File: src/rtl/wait_state_mem.sv
// Word-addressed memory with a req/ready handshake and WAIT configurable wait states.
// Optional byte-lane write enables are compiled in when MEM_BYTE_WRITE_EN is defined.
module wait_state_mem #(
  parameter int unsigned DATA_W = 32,
  parameter int unsigned ADDR_W = 32,
  parameter int unsigned DEPTH  = 64,
  parameter int unsigned WAIT   = 2
) (
  input  logic              clk_i,
  input  logic              rst_ni,
  input  logic              req_i,
  input  logic              we_i,
  input  logic [ADDR_W-1:0] a_i,
  input  logic [DATA_W-1:0] wd_i,
`ifdef MEM_BYTE_WRITE_EN
  input  logic [DATA_W/8-1:0] be_i,
`endif
  output logic [DATA_W-1:0] rd_o,
  output logic              ready_o,
  output logic              busy_o,
  output logic              err_o
);

  localparam int unsigned NB     = DATA_W / 8;
  localparam int unsigned IDX_W  = ADDR_W - 2;
  localparam int unsigned MEM_AW = (DEPTH > 1) ? $clog2(DEPTH) : 1;
  localparam int unsigned CNT_W  = (WAIT > 1) ? $clog2(WAIT) : 1;
  localparam logic [CNT_W-1:0] CNT_LOAD = CNT_W'((WAIT > 0) ? (WAIT - 1) : 0);
  localparam logic [IDX_W:0]   DEPTH_C  = (IDX_W + 1)'(DEPTH);

  typedef enum logic [1:0] {
    S_IDLE,
    S_WAIT,
    S_RESP
  } state_e;

  state_e             state_q, state_d;
  logic [CNT_W-1:0]   cnt_q, cnt_d;
  logic               we_q, we_d;
  logic [IDX_W-1:0]   idx_q, idx_d;
  logic [DATA_W-1:0]  wd_q, wd_d;
  logic [DATA_W-1:0]  rd_q;
  logic               err_q;
  logic               commit;
  logic               in_range;
  logic               wr_en;
  logic [MEM_AW-1:0]  mem_addr;
  logic [DATA_W-1:0]  wr_word;

  logic [DATA_W-1:0] mem [DEPTH];

  // The *_d operands equal the live inputs on an accept edge and the captured
  // copies otherwise, so they are exactly what the commit edge must use.
  always_comb begin
    state_d = state_q;
    cnt_d   = cnt_q;
    we_d    = we_q;
    idx_d   = idx_q;
    wd_d    = wd_q;
    commit  = 1'b0;
    unique case (state_q)
      S_IDLE, S_RESP: begin
        if (req_i) begin
          we_d  = we_i;
          idx_d = a_i[ADDR_W-1:2];
          wd_d  = wd_i;
          if (WAIT == 0) begin
            state_d = S_RESP;
            commit  = 1'b1;
          end else begin
            state_d = S_WAIT;
            cnt_d   = CNT_LOAD;
          end
        end else begin
          state_d = S_IDLE;
        end
      end
      S_WAIT: begin
        if (cnt_q == '0) begin
          state_d = S_RESP;
          commit  = 1'b1;
        end else begin
          cnt_d = cnt_q - 1'b1;
        end
      end
      default: state_d = S_IDLE;
    endcase
  end

  assign in_range = ({1'b0, idx_d} < DEPTH_C);
  assign mem_addr = idx_d[MEM_AW-1:0];
  assign wr_en    = commit & we_d & in_range & rst_ni;

`ifdef MEM_BYTE_WRITE_EN
  logic [NB-1:0]     be_q, be_d;
  logic [DATA_W-1:0] old_word;

  always_comb begin
    be_d = be_q;
    if ((state_q == S_IDLE || state_q == S_RESP) && req_i) begin
      be_d = be_i;
    end
  end

  always_ff @(posedge clk_i or negedge rst_ni) begin
    if (!rst_ni) begin
      be_q <= '0;
    end else begin
      be_q <= be_d;
    end
  end

  // Lanes without an enable keep the stored byte; the merged word is also the echo.
  assign old_word = mem[mem_addr];
  for (genvar gi = 0; gi < NB; gi++) begin : g_lane
    assign wr_word[8*gi +: 8] = be_d[gi] ? wd_d[8*gi +: 8] : old_word[8*gi +: 8];
  end
`else
  assign wr_word = wd_d;
`endif

  always_ff @(posedge clk_i) begin
    if (wr_en) begin
      mem[mem_addr] <= wr_word;
    end
  end

  always_ff @(posedge clk_i or negedge rst_ni) begin
    if (!rst_ni) begin
      state_q <= S_IDLE;
      cnt_q   <= '0;
      we_q    <= 1'b0;
      idx_q   <= '0;
      wd_q    <= '0;
      rd_q    <= '0;
      err_q   <= 1'b0;
    end else begin
      state_q <= state_d;
      cnt_q   <= cnt_d;
      we_q    <= we_d;
      idx_q   <= idx_d;
      wd_q    <= wd_d;
      if (commit) begin
        err_q <= ~in_range;
        if (!in_range) begin
          rd_q <= '0;
        end else if (we_d) begin
          rd_q <= wr_word;
        end else begin
          rd_q <= mem[mem_addr];
        end
      end
    end
  end

  assign rd_o    = rd_q;
  assign err_o   = err_q;
  assign ready_o = (state_q == S_RESP);
  assign busy_o  = (state_q != S_IDLE);

endmodule
File: config.mk
export PLATFORM = sky130hd
export DESIGN_NAME = wait_state_mem
export DESIGN_NICKNAME = d
export VERILOG_FILES = /design/src/rtl/wait_state_mem.sv
export SDC_FILE = /design/constraint.sdc
export NUM_CORES = 2
export LEC_CHECK = 0
export ABC_AREA = 1
export BUFFER_PORTS_ARGS = -buffer_cell sky130_fd_sc_hd__clkbuf_2
export CELL_PAD_IN_SITES_DETAIL_PLACEMENT = 1
export CELL_PAD_IN_SITES_GLOBAL_PLACEMENT = 2
export CORE_ASPECT_RATIO = 1.75
export CORE_MARGIN = 1
export CORE_UTILIZATION = 35
export DETAILED_ROUTE_END_ITERATION = 10
export GPL_TIMING_DRIVEN = 0
export HOLD_SLACK_MARGIN = 0.12
export PLACE_DENSITY_LB_ADDON = 0.15
export REMOVE_ABC_BUFFERS = 1
export SYNTH_ARGS = -nofsm -noshare
export SYNTH_HDL_FRONTEND = slang
export SYNTH_SLANG_ARGS = --single-unit
export TNS_END_PERCENT = 10
File: constraint.sdc
create_clock -name clk_i -period 3.6 [get_ports clk_i]
set_input_delay 0.18 -clock clk_i [delete_from_list [all_inputs] [get_ports clk_i]]
set_output_delay 0.18 -clock clk_i [all_outputs]
set_load 0.005 [all_outputs]
# Yosys cells after proc, flatten, opt, wreduce, memory -nomap -nowiden
# Memory sizes are Yosys's and may differ from the RTL's.
# Index checks and enable logic that the tools add are counted.
[totals]
inputBits = 68
ff_bits = 99
word_cells = 41
n_memories = 1
ramBits = 2048
output_inout_bits = 35
[memory_table]
columns = ["name", "words", "width", "rd", "rd_clocked_by_memory_dff", "wr", "line_no", "source"]
rows = [
  ["mem", 64, 32, 1, 0, 1, "50", "logic [DATA_W-1:0] mem [DEPTH];"],
]
[op_classes]
eq_ne = 4
muxes = 18
order_cmp = 1
add_sub_neg = 1
bitwise_logic = 4
n_reduce_logical = 5
[op_table]
columns = ["op", "count"]
rows = [
  ["32-bit two-way mux", 4],
  ["30-bit two-way mux", 2],
  ["30-bit by 7-bit < comparator with 1-bit output (second input constant)", 1],
  ["1-bit two-way mux", 9],
  ["2-bit != test (second input constant)", 2],
  ["2-bit case mux with 2 select lines", 1],
  ["2-bit nonzero test", 2],
  ["1-bit bitwise AND", 3],
  ["2-bit by 1-bit equality test with 1-bit output (second input constant)", 1],
  ["2-bit equality test (second input constant)", 1],
  ["2-bit logical NOT", 1],
  ["2-bit two-way mux", 1],
  ["1-bit case mux with 2 select lines", 1],
  ["2-bit AND reduction", 1],
  ["2-bit OR reduction", 1],
  ["1-bit inverter", 1],
  ["1-bit subtractor (second input constant)", 1],
]

# Logic depth before layout (Yosys ltp)
[logic_depth]
ltp_word = 8
depth_mapped = 17

# Worst setup path before layout
# OpenSTA, ideal clock, no wires.
[synth_timing]
path_kind = "flip-flop to flip-flop"
from = "register state_q[0]"
to = "memory mem[0][0] (enable)"
slack_ns = -0.053
path_stages_with_launch = 12
t_arrival_ns = 3.232
path_buffers = 3
setup_ns = 0.421
cell_sequence = "dfrtp_1 inv_2 nand2_4 buf_6 buf_6 o21ai_0 nand3_1 nor3b_1 and3_2 buf_12 nand3_4 nor2_1"
[synth_between]
elab_chain_cells = 8
word_cells_on_any_way = 13
[synth_lines]
columns = ["element", "line_no", "source"]
rows = [
  ["from (decl)", "37", "state_e state_q, state_d;"],
  ["from (signal assigned)", "138", "state_q <= state_d;"],
  ["2-bit equality test or 2-bit logical NOT (tied branches)", "61", "unique case (state_q)"],
  ["2-bit OR reduction", "61", ""],
  ["30-bit two-way mux or 1-bit two-way mux (tied branches)", "61", ""],
  ["30-bit by 7-bit < comparator with 1-bit output or 1-bit bitwise AND (tied branches)", "90, 92", ""],
  ["1-bit bitwise AND (2 in series)", "92", "assign wr_en = commit & we_d & in_range & rst_ni;"],
  ["1-bit two-way mux", "123", "if (wr_en) begin"],
  ["1-bit two-way mux (not written as such)", "124", "mem[mem_addr] <= wr_word;"],
  ["to (decl)", "50", ""],
]
# Parallel ways exist; a longest one is shown, timed or not.

# Worst setup path after layout
[layout_timing]
from = "register state_q[0]"
to = "memory mem[36][15] (enable)"
[layout_between]
elab_chain_cells = 8
word_cells_on_any_way = 13
[layout_lines]
columns = ["element", "line_no", "source"]
rows = [
  ["2-bit equality test or 2-bit logical NOT (tied branches)", "61", ""],
  ["2-bit OR reduction *", "61", ""],
  ["30-bit two-way mux *", "61", ""],
  ["named net idx_d[3]", "40", "logic [IDX_W-1:0] idx_q, idx_d;"],
  ["30-bit by 7-bit < comparator with 1-bit output", "90", "assign in_range = ({1'b0, idx_d} < DEPTH_C);"],
  ["1-bit bitwise AND (2 in series)", "92", ""],
  ["1-bit two-way mux", "123", ""],
  ["1-bit two-way mux (not written as such)", "124", ""],
]
# The timed path passes the listed nets; every way through them passes the cells marked *.

==> impl.org <==
** Clock network
- After clock tree synthesis, the clock-pin slew on the worst setup and hold paths is about 0.06 ns.
- Clock tree synthesis found a total of about 2,100 sinks.
- CTS placed an instance of clkbuf_16 at the clock tree root.
- Cts bufs inserted :: roughly 210
- The clock reaches the later pin of the worst-skew pair after a little under 0.9 ns.
- TritonCTS built the clock tree.
- The clock passes through at most 4 buffers.
- CTS built an H-tree with a depth of 4.

** Layout
- Number of fill cells in the layout :: ~25,000
- Summing all non-filler instances in the final layout gives an area of just over 100,000 um^2.
- From synthesis to final layout, the design area changed by 21.6%.
- In the final design database the tool counted roughly 7,400 nets.
- Cell Count, Final, Fillers Out :: ~11,000
- Share of layout cells above drive strength 1 :: 0.128

** Timing
- The worst pin sits at a relative slew slack of 0.370.
- Of the available clock period, the critical path in the final layout requires 0.996.
- Slew @ Worst Pin :: 0.945 ns
- Setup slack on the critical path of the routed design comes to 0.0129 ns.
- Hold Violations, Final :: 0
- Setup repair after global routing could not meet its margin everywhere.
- Final worst path period need :: ~3.6 ns
- The count of pins over their slew limit was 0.
- Top achievable clock speed :: between 200 and 300 MHz
- After routing, the total negative slack on setup checks comes to 0 ns.
- Setup violations remaining at the end of the flow were counted as 0.
- The tightest hold path in the finished design has a slack of 0.0923 ns.
- Between clock sinks in the finished design, the worst skew comes to about 0.043 ns.

** GRT
- The initial antenna violation count was 6.
- Global-route wire length before repair :: ~420,000 um
- Vias in the first global route :: about 58,000
- Across every metal layer, demand over resource in global routing totals 0.236.
- Congestion Overflow GR :: 0
- Entering global routing, the biggest net connects 121 pins.

** Critical path
- Critical path start-end classification :: flip-flop to flip-flop
- Maximum fanout count along the critical path :: 18
- Crit path cell chain :: inv_6 > nand2_8 > nand2_1 > nand2_2 > nor3_4 > buf_6 > buf_8 > inv_1 > nor2_4 > buf_12 > buf_12
- End point of the critical path :: mem[36][15]
- End of the worst register-to-register path :: mem[36][15]
- The slowest stage of the critical path is the dfrtp_2 cell.
- The largest single stage delay on the critical path is roughly 0.47 ns.
- Data on the critical path is required at its endpoint by about 4.1 ns.
- At the worst endpoint, the arrival time is 4.13 ns.
- Reg2reg start :: state_q[0]
- Among the stages of the critical path, the cell type that occurs most often is buf_12.
- Setup slack of the most critical reg-to-reg path :: 0.01 ns
- Register-to-Register Path Depth :: 11
- The most critical setup path has its startpoint at state_q[0].
- STA classifies the critical path startpoint as a flip-flop.
- Crit path capture type :: flip-flop

** Floorplanning
- The die is 373 um wide.
- In this run the vertical extent of the chip is roughly 650 um.
- Initial standard-cell utilization of the core :: 0.352
- Die Area :: around 240,000 um^2
- The initialized floorplan defines around 240 standard-cell rows.
- After floorplanning, the core was sized to cover 240,000 um^2.
- Top-Level Pins :: slightly above 100

** Synth
- Top FF cell, synth :: edfxtp_1
- Syn Inst Count :: 6,898
- edfxtp_1 takes more of the synthesized area than any other cell.
- Synthesis Warnings :: 0
- Count of cell types in the netlist :: 33
- Commonest cells in the synthesized netlist :: 2,762 x nand2_1, 2,048 x edfxtp_1, 1,036 x nand3_1, 284 x buf_2, 256 x nand4_1
- Register bit count reported by yosys :: approximately 2,100
- Register area share after synthesis :: 0.757
- A synthesized cell averages 12.2 um^2.
- The share of synthesized area in the top cell type comes to 0.728.
- Top post-synthesis cells by area :: edfxtp_1 73%, nand2_1 12%, nand3_1 6.1%, dfrtp_1 2.9%, nand4_1 1.9%
- Counting flops with an async set or reset pin after synthesis yields a share of 0.0461.
- Post-synth EDFFs :: 2,048
- Most frequently used cell type in the post-synthesis netlist :: nand2_1
- Synth Cell Area :: 84,500 um^2

** Drt
- DRC violation count after routing :: 0
- Via density :: around 5.3
- Dividing the detail-routed wire length by the instance count gives 27.4 um.
- Once detail routing completed, the nets flagged for antenna violations numbered 0.
- Summing over every cut layer, the via total after detailed routing is approximately 56,000.
- 1st-iter DRT viols :: ~3,700
- After detailed routing, the total wire length is 290,000 um.
- TritonRoute pass-1 iters :: 8

** Power and ir drop
- Peak ir drop on the vdd network :: between 0.7 and 0.8 mV
- Dividing total power by cell area gives a power density of about 820 nW/um^2.
- For this design the static power due to leakage is 36.1 nW.

** Placement
- Buffers placed on the I/O ports in this run total 100.
- Prior to clock tree synthesis, the placed netlist has a worst setup slack of -1.99 ns.
- The congestion estimate from routability-driven global placement came to 0.734.
- Cell Area, Placed :: between 90,000 and 100,000 um^2
- Placed wire-length estimate after detailed placement :: 172,000 um
- Cell count after placement :: about 10,000

** Worst hold path
- Worst Hold Class :: primary input to flip-flop
- In this run the most critical hold path is launched from wd_i[9].
- Worst Hold Depth :: 3

** Run
- The tool flagged a number of max-cap violations equal to 0.

** Status
- Outcome :: finished, final reports clean
-- metrics by stage --
step	power, mW	util
2_1_floorplan	43.5	-
3_3_place_gp	46.4	0.362
3_5_place_dp	60.5	0.386
4_1_cts	84.7	0.427
5_1_grt	87.9	0.428
6_report	83.9	0.428
-- report_power, final --
group	total, mW	switching, mW	internal (mW)
registers	31.2	0.132	31.1
logic	30.2	21.5	8.70
clock network	22.5	9.65	12.8
total	83.9	31.3	52.6
-- cells by family (layout without fill, tap and decap cells) --
logic type	Yosys count	in the layout	share of synthesized area
DFF	2147	2147	0.757
and+or+nand+nor	4271	4279	0.215
buffers and inverters	433	991	0.0242
other	0	4	0
AOI/OAI and AO/OA	47	47	0.00287
-- registers in the layout, indices dropped and copies added (netlist names) --
name,flops
state_q,2
err_o,1
wd_q,32
idx_q,30
rd_o,32
we_q,1
cnt_q,1
mem,2048
-- routing by layer --
| metal | wire (um) | share of wire | up-vias | track usage |
|---|---|---|---|---|
| met5 | 0 | 0 | - | 0 |
| met4 | 8670 | 0.030 | 0 | 0.0700 |
| met3 | 9840 | 0.034 | 430 | 0.0230 |
| met2 | 151000 | 0.52 | 1078 | 0.427 |
| met1 | 121000 | 0.42 | 29500 | 0.297 |
| li1 | - | - | 25100 | - |
-- layout make-up --
cell class,count,area (um^2),area share
sequential,2147,64000,0.623
multi-input combinational,4326,19400,0.189
timing repair buffer,576,8410,0.0819
clock buffer,267,5640,0.0550
tap,3120,3900,0.0380
clock inverter,107,1140,0.0111
inverter,41,171,0.00167
antenna,4,10.0,0.0000975
-- placed cells by master (no fill, tap or decap), types with 3 or more instances in the layout --
| master | n |
|---|---|
| nand2_1 | 2718 |
| edfxtp_1 | 2048 |
| nand3_1 | 1033 |
| nand4_1 | 256 |
| clkbuf_16 | 217 |
| buf_12 | 186 |
| dlygate4sd3_1 | 105 |
| clkbuf_2 | 99 |
| dfrtp_1 | 98 |
| nor2_1 | 85 |
| buf_4 | 85 |
| nor2_4 | 80 |
| buf_16 | 66 |
| clkbuf_1 | 43 |
| nand2_2 | 39 |
| clkinv_2 | 39 |
| o21ai_0 | 36 |
| clkinv_1 | 36 |
| inv_1 | 35 |
| bufinv_16 | 25 |
| nor2_2 | 19 |
| clkbuf_8 | 12 |
| nand2_4 | 11 |
| buf_8 | 11 |
| buf_6 | 10 |
| nand3_4 | 9 |
| bufbuf_16 | 9 |
| or2_2 | 8 |
| nor3_4 | 7 |
| o21ai_1 | 6 |
| diode_2 | 4 |
| inv_2 | 4 |
| nand2_8 | 4 |
| clkinv_4 | 4 |
| nor3_1 | 3 |
-- worst max-delay path: cells and delay by family, from the launching register on --
family | cells | cell delay, ns
and+or+nand+nor | 5 | 1.30
buffers and inverters | 6 | 1.37
DFF | 1 | 0.47
-- worst min-delay path by stage --
| stage | end |
|---|---|
| 5_1_grt | idx_q[14] |
| 3_5_place_dp | wd_q[21] |
| 2_1_floorplan | cnt_q |
| 3_3_place_gp | idx_q[25] |
| 6_report | wd_q[9] |
| 4_1_cts | idx_q[14] |
-- repair_timing --
action	CTS	global route
endpoints found under the setup margin	2080	450
cloned	18	4
hold buffers	105	1
pin swaps	71	6
setup buffers	116	9
resized for setup	52	11
hold endpoints to repair	867	1
No activity file was read; power rests on OpenSTA's default activity.
